[src/rtl/xaui_pkg.sv]
// XAUI link-fault shared types and XGMII ordered-set constants.
// Fault states, column classes and the LF/RF/idle column words.
package xaui_pkg;

  typedef enum logic [1:0] {
    LF_OK     = 2'b00,
    LF_LOCAL  = 2'b01,
    LF_REMOTE = 2'b10
  } link_fault_t;

  localparam logic [7:0] SEQ_CHAR  = 8'h9C;
  localparam logic [7:0] IDLE_CHAR = 8'h07;
  localparam logic [7:0] LF_CODE   = 8'h01;
  localparam logic [7:0] RF_CODE   = 8'h02;

  localparam logic [31:0] LF_WORD =
    {LF_CODE, 8'h00, 8'h00, SEQ_CHAR};
  localparam logic [31:0] RF_WORD =
    {RF_CODE, 8'h00, 8'h00, SEQ_CHAR};
  localparam logic [31:0] IDLE_WORD =
    {4{IDLE_CHAR}};

  // seq_type: 0 = local fault, 1 = remote fault
  typedef struct packed {
    logic is_seq;
    logic seq_type;
  } col_class_t;

  function automatic link_fault_t seq_fault(
    input logic rf
  );
    return rf ? LF_REMOTE : LF_LOCAL;
  endfunction

endpackage

[src/rtl/xgmii_col_classify.sv]
// Classifies one 32-bit XGMII column as an LF/RF
// fault sequence or a non-sequence column.
module xgmii_col_classify
  import xaui_pkg::*;
(
  input  logic [31:0] d,
  input  logic [3:0]  c,
  output col_class_t  cls
);

  always_comb begin
    cls.is_seq   = (c == 4'b0001) &&
                   ((d == LF_WORD) || (d == RF_WORD));
    cls.seq_type = (d == RF_WORD);
  end

endmodule

[src/rtl/xaui_link_fault.sv]
// XAUI clause-46 link-fault detection, rx LF substitution,
// tx RF/idle override and latched status bits.
module xaui_link_fault
  import xaui_pkg::*;
#(
  parameter  int NUM_COLS   = 2,
  parameter  int SEQ_THRESH = 4,
  parameter  int COL_THRESH = 128,
  localparam int DATA_W     = 32 * NUM_COLS,
  localparam int CTRL_W     = 4 * NUM_COLS
) (
  input  logic              usrclk,
  input  logic              reset_n,
  input  logic              align_status,
  input  logic [DATA_W-1:0] rx_d_in,
  input  logic [CTRL_W-1:0] rx_c_in,
  output logic [DATA_W-1:0] rx_d_out,
  output logic [CTRL_W-1:0] rx_c_out,
  input  logic [DATA_W-1:0] tx_d_in,
  input  logic [CTRL_W-1:0] tx_c_in,
  output logic [DATA_W-1:0] tx_d_out,
  output logic [CTRL_W-1:0] tx_c_out,
  input  logic              cfg_fault_en,
  input  logic              cfg_clr_local_fault,
  input  logic              cfg_clr_link_status,
  output logic [1:0]        link_fault,
  output logic              status_local_fault,
  output logic              status_remote_fault,
  output logic              rx_link_up
);

  localparam int SW = $clog2(SEQ_THRESH + 1);
  localparam int CW = $clog2(COL_THRESH + 1);

  link_fault_t   lf_q, lf_n;
  link_fault_t   last_q, last_n;
  logic [SW-1:0] seq_q, seq_n;
  logic [CW-1:0] col_q, col_n;
  logic          clr_lf_q, clr_ls_q;
  logic          clr_lf_edge, clr_ls_edge;
  col_class_t    cls [NUM_COLS];

  for (genvar k = 0; k < NUM_COLS; k++) begin : g_col
    xgmii_col_classify u_cls (
      .d   (rx_d_out[32*k +: 32]),
      .c   (rx_c_out[4*k +: 4]),
      .cls (cls[k])
    );
  end

  always_ff @(posedge usrclk) begin
    if (!reset_n) begin
      lf_q   <= LF_OK;
      last_q <= LF_LOCAL;
      seq_q  <= '0;
      col_q  <= '0;
    end else begin
      lf_q   <= lf_n;
      last_q <= last_n;
      seq_q  <= seq_n;
      col_q  <= col_n;
    end
  end

  // Columns chain in order: column k sees column k-1's update
  always_comb begin
    lf_n   = lf_q;
    last_n = last_q;
    seq_n  = seq_q;
    col_n  = col_q;
    for (int k = 0; k < NUM_COLS; k++) begin
      if (cls[k].is_seq) begin
        if (seq_fault(cls[k].seq_type) == last_n) begin
          if (seq_n < SW'(SEQ_THRESH))
            seq_n = seq_n + SW'(1);
        end else begin
          seq_n  = SW'(1);
          last_n = seq_fault(cls[k].seq_type);
        end
        col_n = '0;
        if (seq_n == SW'(SEQ_THRESH))
          lf_n = last_n;
      end else begin
        if (col_n < CW'(COL_THRESH))
          col_n = col_n + CW'(1);
        if (col_n == CW'(COL_THRESH)) begin
          seq_n = '0;
          col_n = '0;
          lf_n  = LF_OK;
        end
      end
    end
  end

  always_comb link_fault = lf_q;

  always_ff @(posedge usrclk) begin
    if (!reset_n || !align_status) begin
      rx_d_out <= {NUM_COLS{LF_WORD}};
      rx_c_out <= {NUM_COLS{4'b0001}};
    end else begin
      rx_d_out <= rx_d_in;
      rx_c_out <= rx_c_in;
    end
  end

  always_ff @(posedge usrclk) begin
    if (!reset_n) begin
      tx_d_out <= {NUM_COLS{IDLE_WORD}};
      tx_c_out <= '1;
    end else if (!cfg_fault_en || lf_q == LF_OK) begin
      tx_d_out <= tx_d_in;
      tx_c_out <= tx_c_in;
    end else if (lf_q == LF_LOCAL) begin
      tx_d_out <= {NUM_COLS{RF_WORD}};
      tx_c_out <= {NUM_COLS{4'b0001}};
    end else begin
      tx_d_out <= {NUM_COLS{IDLE_WORD}};
      tx_c_out <= '1;
    end
  end

  assign clr_lf_edge = cfg_clr_local_fault & ~clr_lf_q;
  assign clr_ls_edge = cfg_clr_link_status & ~clr_ls_q;

  // Set conditions take priority over the clear edges
  always_ff @(posedge usrclk) begin
    if (!reset_n) begin
      clr_lf_q            <= 1'b0;
      clr_ls_q            <= 1'b0;
      status_local_fault  <= 1'b1;
      status_remote_fault <= 1'b0;
      rx_link_up          <= 1'b0;
    end else begin
      clr_lf_q <= cfg_clr_local_fault;
      clr_ls_q <= cfg_clr_link_status;
      if (lf_q == LF_LOCAL || !align_status)
        status_local_fault <= 1'b1;
      else if (clr_lf_edge)
        status_local_fault <= 1'b0;
      if (lf_q == LF_REMOTE)
        status_remote_fault <= 1'b1;
      else if (clr_lf_edge)
        status_remote_fault <= 1'b0;
      if (!align_status || lf_q != LF_OK)
        rx_link_up <= 1'b0;
      else if (clr_ls_edge)
        rx_link_up <= 1'b1;
    end
  end

endmodule

[config.mk]
export PLATFORM = sky130hd
export DESIGN_NAME = xaui_link_fault
export DESIGN_NICKNAME = d
export VERILOG_FILES = /design/src/rtl/xaui_pkg.sv /design/src/rtl/xgmii_col_classify.sv /design/src/rtl/xaui_link_fault.sv
export SDC_FILE = /design/constraint.sdc
export NUM_CORES = 1
export LEC_CHECK = 0
export BUFFER_PORTS_ARGS = -buffer_cell sky130_fd_sc_hd__buf_2
export CORE_MARGIN = 5
export CORE_UTILIZATION = 48
export CTS_BUF_LIST = sky130_fd_sc_hd__clkbuf_4 sky130_fd_sc_hd__clkbuf_8 sky130_fd_sc_hd__clkbuf_16
export CTS_CLUSTER_SIZE = 8
export DETAILED_ROUTE_END_ITERATION = 7
export PLACE_DENSITY = 0.83
export RECOVER_POWER = 50
export SLEW_MARGIN = 0
export SYNTH_ARGS = -nofsm -noshare
export SYNTH_HDL_FRONTEND = slang
export SYNTH_HIERARCHICAL = 1
export SYNTH_SLANG_ARGS = --single-unit
[constraint.sdc]
create_clock -name usrclk -period 10.1 [get_ports usrclk]
set_input_delay 0.505 -clock usrclk [delete_from_list [all_inputs] [get_ports usrclk]]
set_output_delay 0.505 -clock usrclk [all_outputs]
set_load 0.02 [all_outputs]
==> impl_table.tex <==
\begin{tabular}{lr}
\hline
Metric & Value \\
\hline
\multicolumn{2}{l}{\textbf{Run status}} \\
\quad Outcome & finished with violations \\
\quad Violations in the final reports & capacitance limit, slew limit \\
\multicolumn{2}{l}{\textbf{Die}} \\
\quad Die outline area & 0.0143 mm2 \\
\quad Chip width & 119 um \\
\quad Effective utilization at floorplan & 0.484 \\
\quad Number of rows in the core area & 40 \\
\quad Number of top-level pins & 299 \\
\quad Die extent in y & 119 um \\
\quad Core ar. & 0.0119 mm2 \\
\multicolumn{2}{l}{\textbf{Timing}} \\
\quad Max Fclk & 219 MHz \\
\quad Clock Skew & 0.0124 ns \\
\quad Final count of pins violating max slew & 106 \\
\quad RSZ-0062 raised after global routing & false \\
\quad Relative slew margins & -1.24 \\
\quad Transition time at the pin with the least slew margin & 3.36 ns \\
\quad Final Hold Violating Endpoints & 0 \\
\quad Final worst-path cycle share & 0.451 \\
\quad Worst hold slack after final layout & 0.261 ns \\
\quad Total setup violations reported at the end of the flow & 0 \\
\quad Sum Neg Setup Slack & 0 ns \\
\quad Post-layout minimum cycle time & 4.56 ns \\
\multicolumn{2}{l}{\textbf{Clocking}} \\
\quad Buffers inserted during post-CTS setup optimization & 0 \\
\quad Sinks on Clock Net & 164 \\
\quad CTS HTree Levels & 4 \\
\quad Clock insertion delay at the later pin of the skew report & 0.42 ns \\
\quad Post-CTS sizing & 0 \\
\quad Number of buffers inserted for hold repair after clock tree synthesis & 0 \\
\quad Clk pin slew, worst setup/hold paths & 0.07 ns \\
\quad Cell chosen for the clock root & sky130\_fd\_sc\_hd\_\_clkbuf\_16 \\
\quad Clock Path Buffers & 2 \\
\quad Num CTS Buffers & 17 \\
\quad TritonCTS clock tree & built \\
\multicolumn{2}{l}{\textbf{Critical path}} \\
\quad Sort of element at the end of the critical path & register \\
\quad Critical Path Start & reset\_n \\
\quad Crit path arrival time & 4.85 ns \\
\quad RR Endpoint & seq\_q[2] \\
\quad Delay contributed by the slowest stage of the critical path & 2.36 ns \\
\quad Endpoint of the most critical setup path & rx\_d\_out[2] \\
\quad WS Path Type & in2reg \\
\quad Data required time of the worst path & 10.40 ns \\
\quad Critical path, cell by cell & buf\_2 > clkbuf\_1 > nand2\_1 > or2\_2 \\
\quad FF-to-FF setup slack & 6.52 ns \\
\quad FF-to-FF path depth & 11 \\
\quad Slowest stage cell, crit path & sky130\_fd\_sc\_hd\_\_clkbuf\_1 \\
\quad Highest net fanout along the worst path & 105 \\
\quad Startpoint of the lowest-slack register-to-register path & rx\_d\_out[7] \\
\quad Kind of launch point of the worst setup path & input port \\
\multicolumn{2}{l}{\textbf{Final layout}} \\
\quad Count of antenna diodes in the layout & 0 \\
\quad Top library cells by usage in the layout, fill and taps aside & sky130\_fd\_sc\_hd\_\_buf\_2, sky130\_fd\_sc\_hd\_\_dfxtp\_1, sky130\_fd\_sc\_hd\_\_and3\_1, sky130\_fd\_sc\_hd\_\_nand2\_1, sky130\_fd\_sc\_hd\_\_clkbuf\_1 \\
\quad Fill count & 940 \\
\quad Area growth from synthesis to layout & 37.1\% \\
\quad Most frequent standard cell in the layout excluding fill and tap cells & sky130\_fd\_sc\_hd\_\_buf\_2 \\
\quad Register area & 0.00328 mm2 \\
\quad Fin util & 0.664 \\
\quad Combined area of the multi-input logic cells & 0.00231 mm2 \\
\quad Fraction of final layout cells with drive strength greater than 1 & 0.357 \\
\quad Final layout net count & 1010 \\
\multicolumn{2}{l}{\textbf{Synth}} \\
\quad Share of synthesized flip-flops with an asynchronous set or reset & 0 \\
\quad Cell variety after synth & 62 \\
\quad Post-Syn Nets & 722 \\
\quad Number of synthesized flops with an enable pin & 0 \\
\quad Synthesized instance count & 568 \\
\quad Number of storage elements in the synthesis netlist & 164 \\
\quad Sequential fraction of the synthesis area & 0.572 \\
\quad Primary FF master, synth & sky130\_fd\_sc\_hd\_\_dfxtp\_1 \\
\quad Synthesis warning total & 6 \\
\quad Syn avg cell area & 10.1 um2 \\
\quad Total standard cell area after synthesis & 0.00574 mm2 \\
\multicolumn{2}{l}{\textbf{Drt}} \\
\quad Number of routed nets with antenna violations & 0 \\
\quad Drt first pass iters & 5 \\
\quad Aggregate routed wire length & 17.8 mm \\
\quad Detailed Route Iter0 Violations & 369 \\
\quad Routed wirelength normalized by instance count & 17.5 um \\
\quad Mean number of vias per cell & 5.14 \\
\quad Number of remaining DRC errors & 0 \\
\quad Detailed-route via count & 5223 \\
\multicolumn{2}{l}{\textbf{Place}} \\
\quad Half-perimeter wire length after placement & 13.0 mm \\
\quad Number of input and output port buffers inserted & 298 \\
\quad Global placement routability congestion & 0.887 \\
\multicolumn{2}{l}{\textbf{Global routing}} \\
\quad Final global-route overflow total & 0 \\
\quad Pin count of the biggest net entering global routing & 106 \\
\quad Wire length of the first global-routing pass & 26.8 mm \\
\quad Initial antenna violation count & 0 \\
\quad Via count of the first global-routing pass & 5135 \\
\quad Combined global-route utilization of all metal layers & 0.241 \\
\multicolumn{2}{l}{\textbf{Power and ir drop}} \\
\quad Leakage power total & 0.00398 uW \\
\quad Pwr dens & 190 mW/mm2 \\
\quad VDD IR max & 0.174 mV \\
\multicolumn{2}{l}{\textbf{Flow run}} \\
\quad Max-capacitance violation count & 1 \\
\multicolumn{2}{l}{\textbf{Min path}} \\
\quad Worst min path class & in2reg \\
\hline
\end{tabular}
-- cell families after synthesis --
family                     Yosys count  synth area share
and+or+nand+nor                    272             0.274
adders and majority gates            4           0.00871
AOI/OAI and AO/OA                   63            0.0817
DFF                                164             0.572
buffers and inverters               46            0.0311
muxes                                4           0.00719
xor gates and xnor gates            15            0.0255
-- layer usage --
layer	vias to the layer above	routed length (um)	GRT usage	share of wire
li1	2551	-	-	-
met4	0	503	0.0981	0.028
met3	39	1360	0.0760	0.076
met5	-	0	0	0
met1	2405	6800	0.274	0.38
met2	228	9170	0.420	0.51
-- critical path, delay by kind of cell --
| family | cells | cell delay (ns) |
|---|---|---|
| buffers and inverters | 2 | 2.43 |
| AND/OR/NAND/NOR | 2 | 1.89 |
-- stage by stage --
| step | total power (uW) | cells | instance area [um2] | setup WS [ns] |
|---|---|---|---|---|
| global placement | 855 | 984 | 7350 | 6.77 |
| finish | 1490 | 1016 | 7870 | 5.54 |
| global route | 1550 | 1016 | 7870 | 5.06 |
| CTS | 1510 | 1016 | 7960 | 6.52 |
| detailed placement | 859 | 984 | 7350 | 6.65 |
| floorplan | 788 | 568 | 5740 | 6.43 |
-- worst min path at each step --
stage                                  start                  to  slack, ns  cells past startpoint
final                            rx_d_in[34]        rx_d_out[34]       0.26                      2
after global routing             rx_d_in[34]        rx_d_out[34]       0.25                      2
after detailed placement  status_local_fault  status_local_fault       0.47                      1
after global placement    status_local_fault  status_local_fault       0.47                      1
after floorplan                     clr_lf_q  status_local_fault       0.53                      2
after CTS                        tx_d_in[34]        tx_d_out[34]       0.25                      2
-- synth_stat cells, types with 2 or more instances --
cell type | count | area share
sky130_fd_sc_hd__dfxtp_1 | 164 | 0.57
sky130_fd_sc_hd__and3_1 | 97 | 0.11
sky130_fd_sc_hd__nand2_1 | 68 | 0.044
sky130_fd_sc_hd__clkbuf_1 | 30 | 0.020
sky130_fd_sc_hd__nor2_1 | 21 | 0.014
sky130_fd_sc_hd__or2_2 | 18 | 0.020
sky130_fd_sc_hd__a21oi_1 | 13 | 0.011
sky130_fd_sc_hd__inv_1 | 12 | 0.0078
sky130_fd_sc_hd__nor4_1 | 12 | 0.013
sky130_fd_sc_hd__and2_1 | 7 | 0.0076
sky130_fd_sc_hd__nand2b_1 | 7 | 0.0076
sky130_fd_sc_hd__nand4_1 | 7 | 0.0076
sky130_fd_sc_hd__o21a_1 | 7 | 0.0091
sky130_fd_sc_hd__o21ai_0 | 7 | 0.0061
sky130_fd_sc_hd__xnor2_1 | 7 | 0.011
sky130_fd_sc_hd__xor2_1 | 6 | 0.0091
sky130_fd_sc_hd__nor2b_1 | 5 | 0.0054
sky130_fd_sc_hd__ha_1 | 4 | 0.0087
sky130_fd_sc_hd__nand3_1 | 4 | 0.0035
sky130_fd_sc_hd__nor4b_2 | 4 | 0.010
sky130_fd_sc_hd__o21ai_1 | 4 | 0.0035
sky130_fd_sc_hd__a22oi_1 | 3 | 0.0039
sky130_fd_sc_hd__a31oi_1 | 3 | 0.0033
sky130_fd_sc_hd__mux2i_1 | 3 | 0.0052
sky130_fd_sc_hd__nor3_1 | 3 | 0.0026
sky130_fd_sc_hd__o22ai_1 | 3 | 0.0033
sky130_fd_sc_hd__a211o_1 | 2 | 0.0031
sky130_fd_sc_hd__a211oi_1 | 2 | 0.0026
sky130_fd_sc_hd__a32o_1 | 2 | 0.0035
sky130_fd_sc_hd__buf_2 | 2 | 0.0017
sky130_fd_sc_hd__nand3b_1 | 2 | 0.0026
sky130_fd_sc_hd__nand4b_1 | 2 | 0.0031
sky130_fd_sc_hd__nor3b_1 | 2 | 0.0026
sky130_fd_sc_hd__nor4_2 | 2 | 0.0044
sky130_fd_sc_hd__nor4bb_1 | 2 | 0.0035
sky130_fd_sc_hd__o211ai_1 | 2 | 0.0026
sky130_fd_sc_hd__o31ai_1 | 2 | 0.0026
sky130_fd_sc_hd__or3_1 | 2 | 0.0022
sky130_fd_sc_hd__or4b_4 | 2 | 0.0048
-- registers in the layout, indices dropped and copies added (netlist names) --
name and cells:
link_fault 2, tx_c_out 8, clr_lf_q 1, rx_d_out 64, tx_d_out 64, status_remote_fault 1, last_q 2, rx_link_up 1
status_local_fault 1, seq_q 3, clr_ls_q 1, rx_c_out 8, col_q 8
-- report_power, final --
group | internal (uW) | switching, uW | leakage (uW)
Sequential | 676 | 14.5 | 0.00136
Combinational | 62.3 | 90.1 | 0.00233
Clock | 388 | 263 | 0.000299
Total | 1130 | 368 | 0.00398
-- final cells by class --
class / instances / area share
Tap cell: 147 / 0.0234
Timing Repair Buffer: 303 / 0.184
Clock buffer: 20 / 0.0593
Inverter: 12 / 0.00572
Multi-Input combinational cell: 358 / 0.293
Clock inverter: 12 / 0.0180
Sequential cell: 164 / 0.417
No activity file was read; power rests on OpenSTA's default activity.
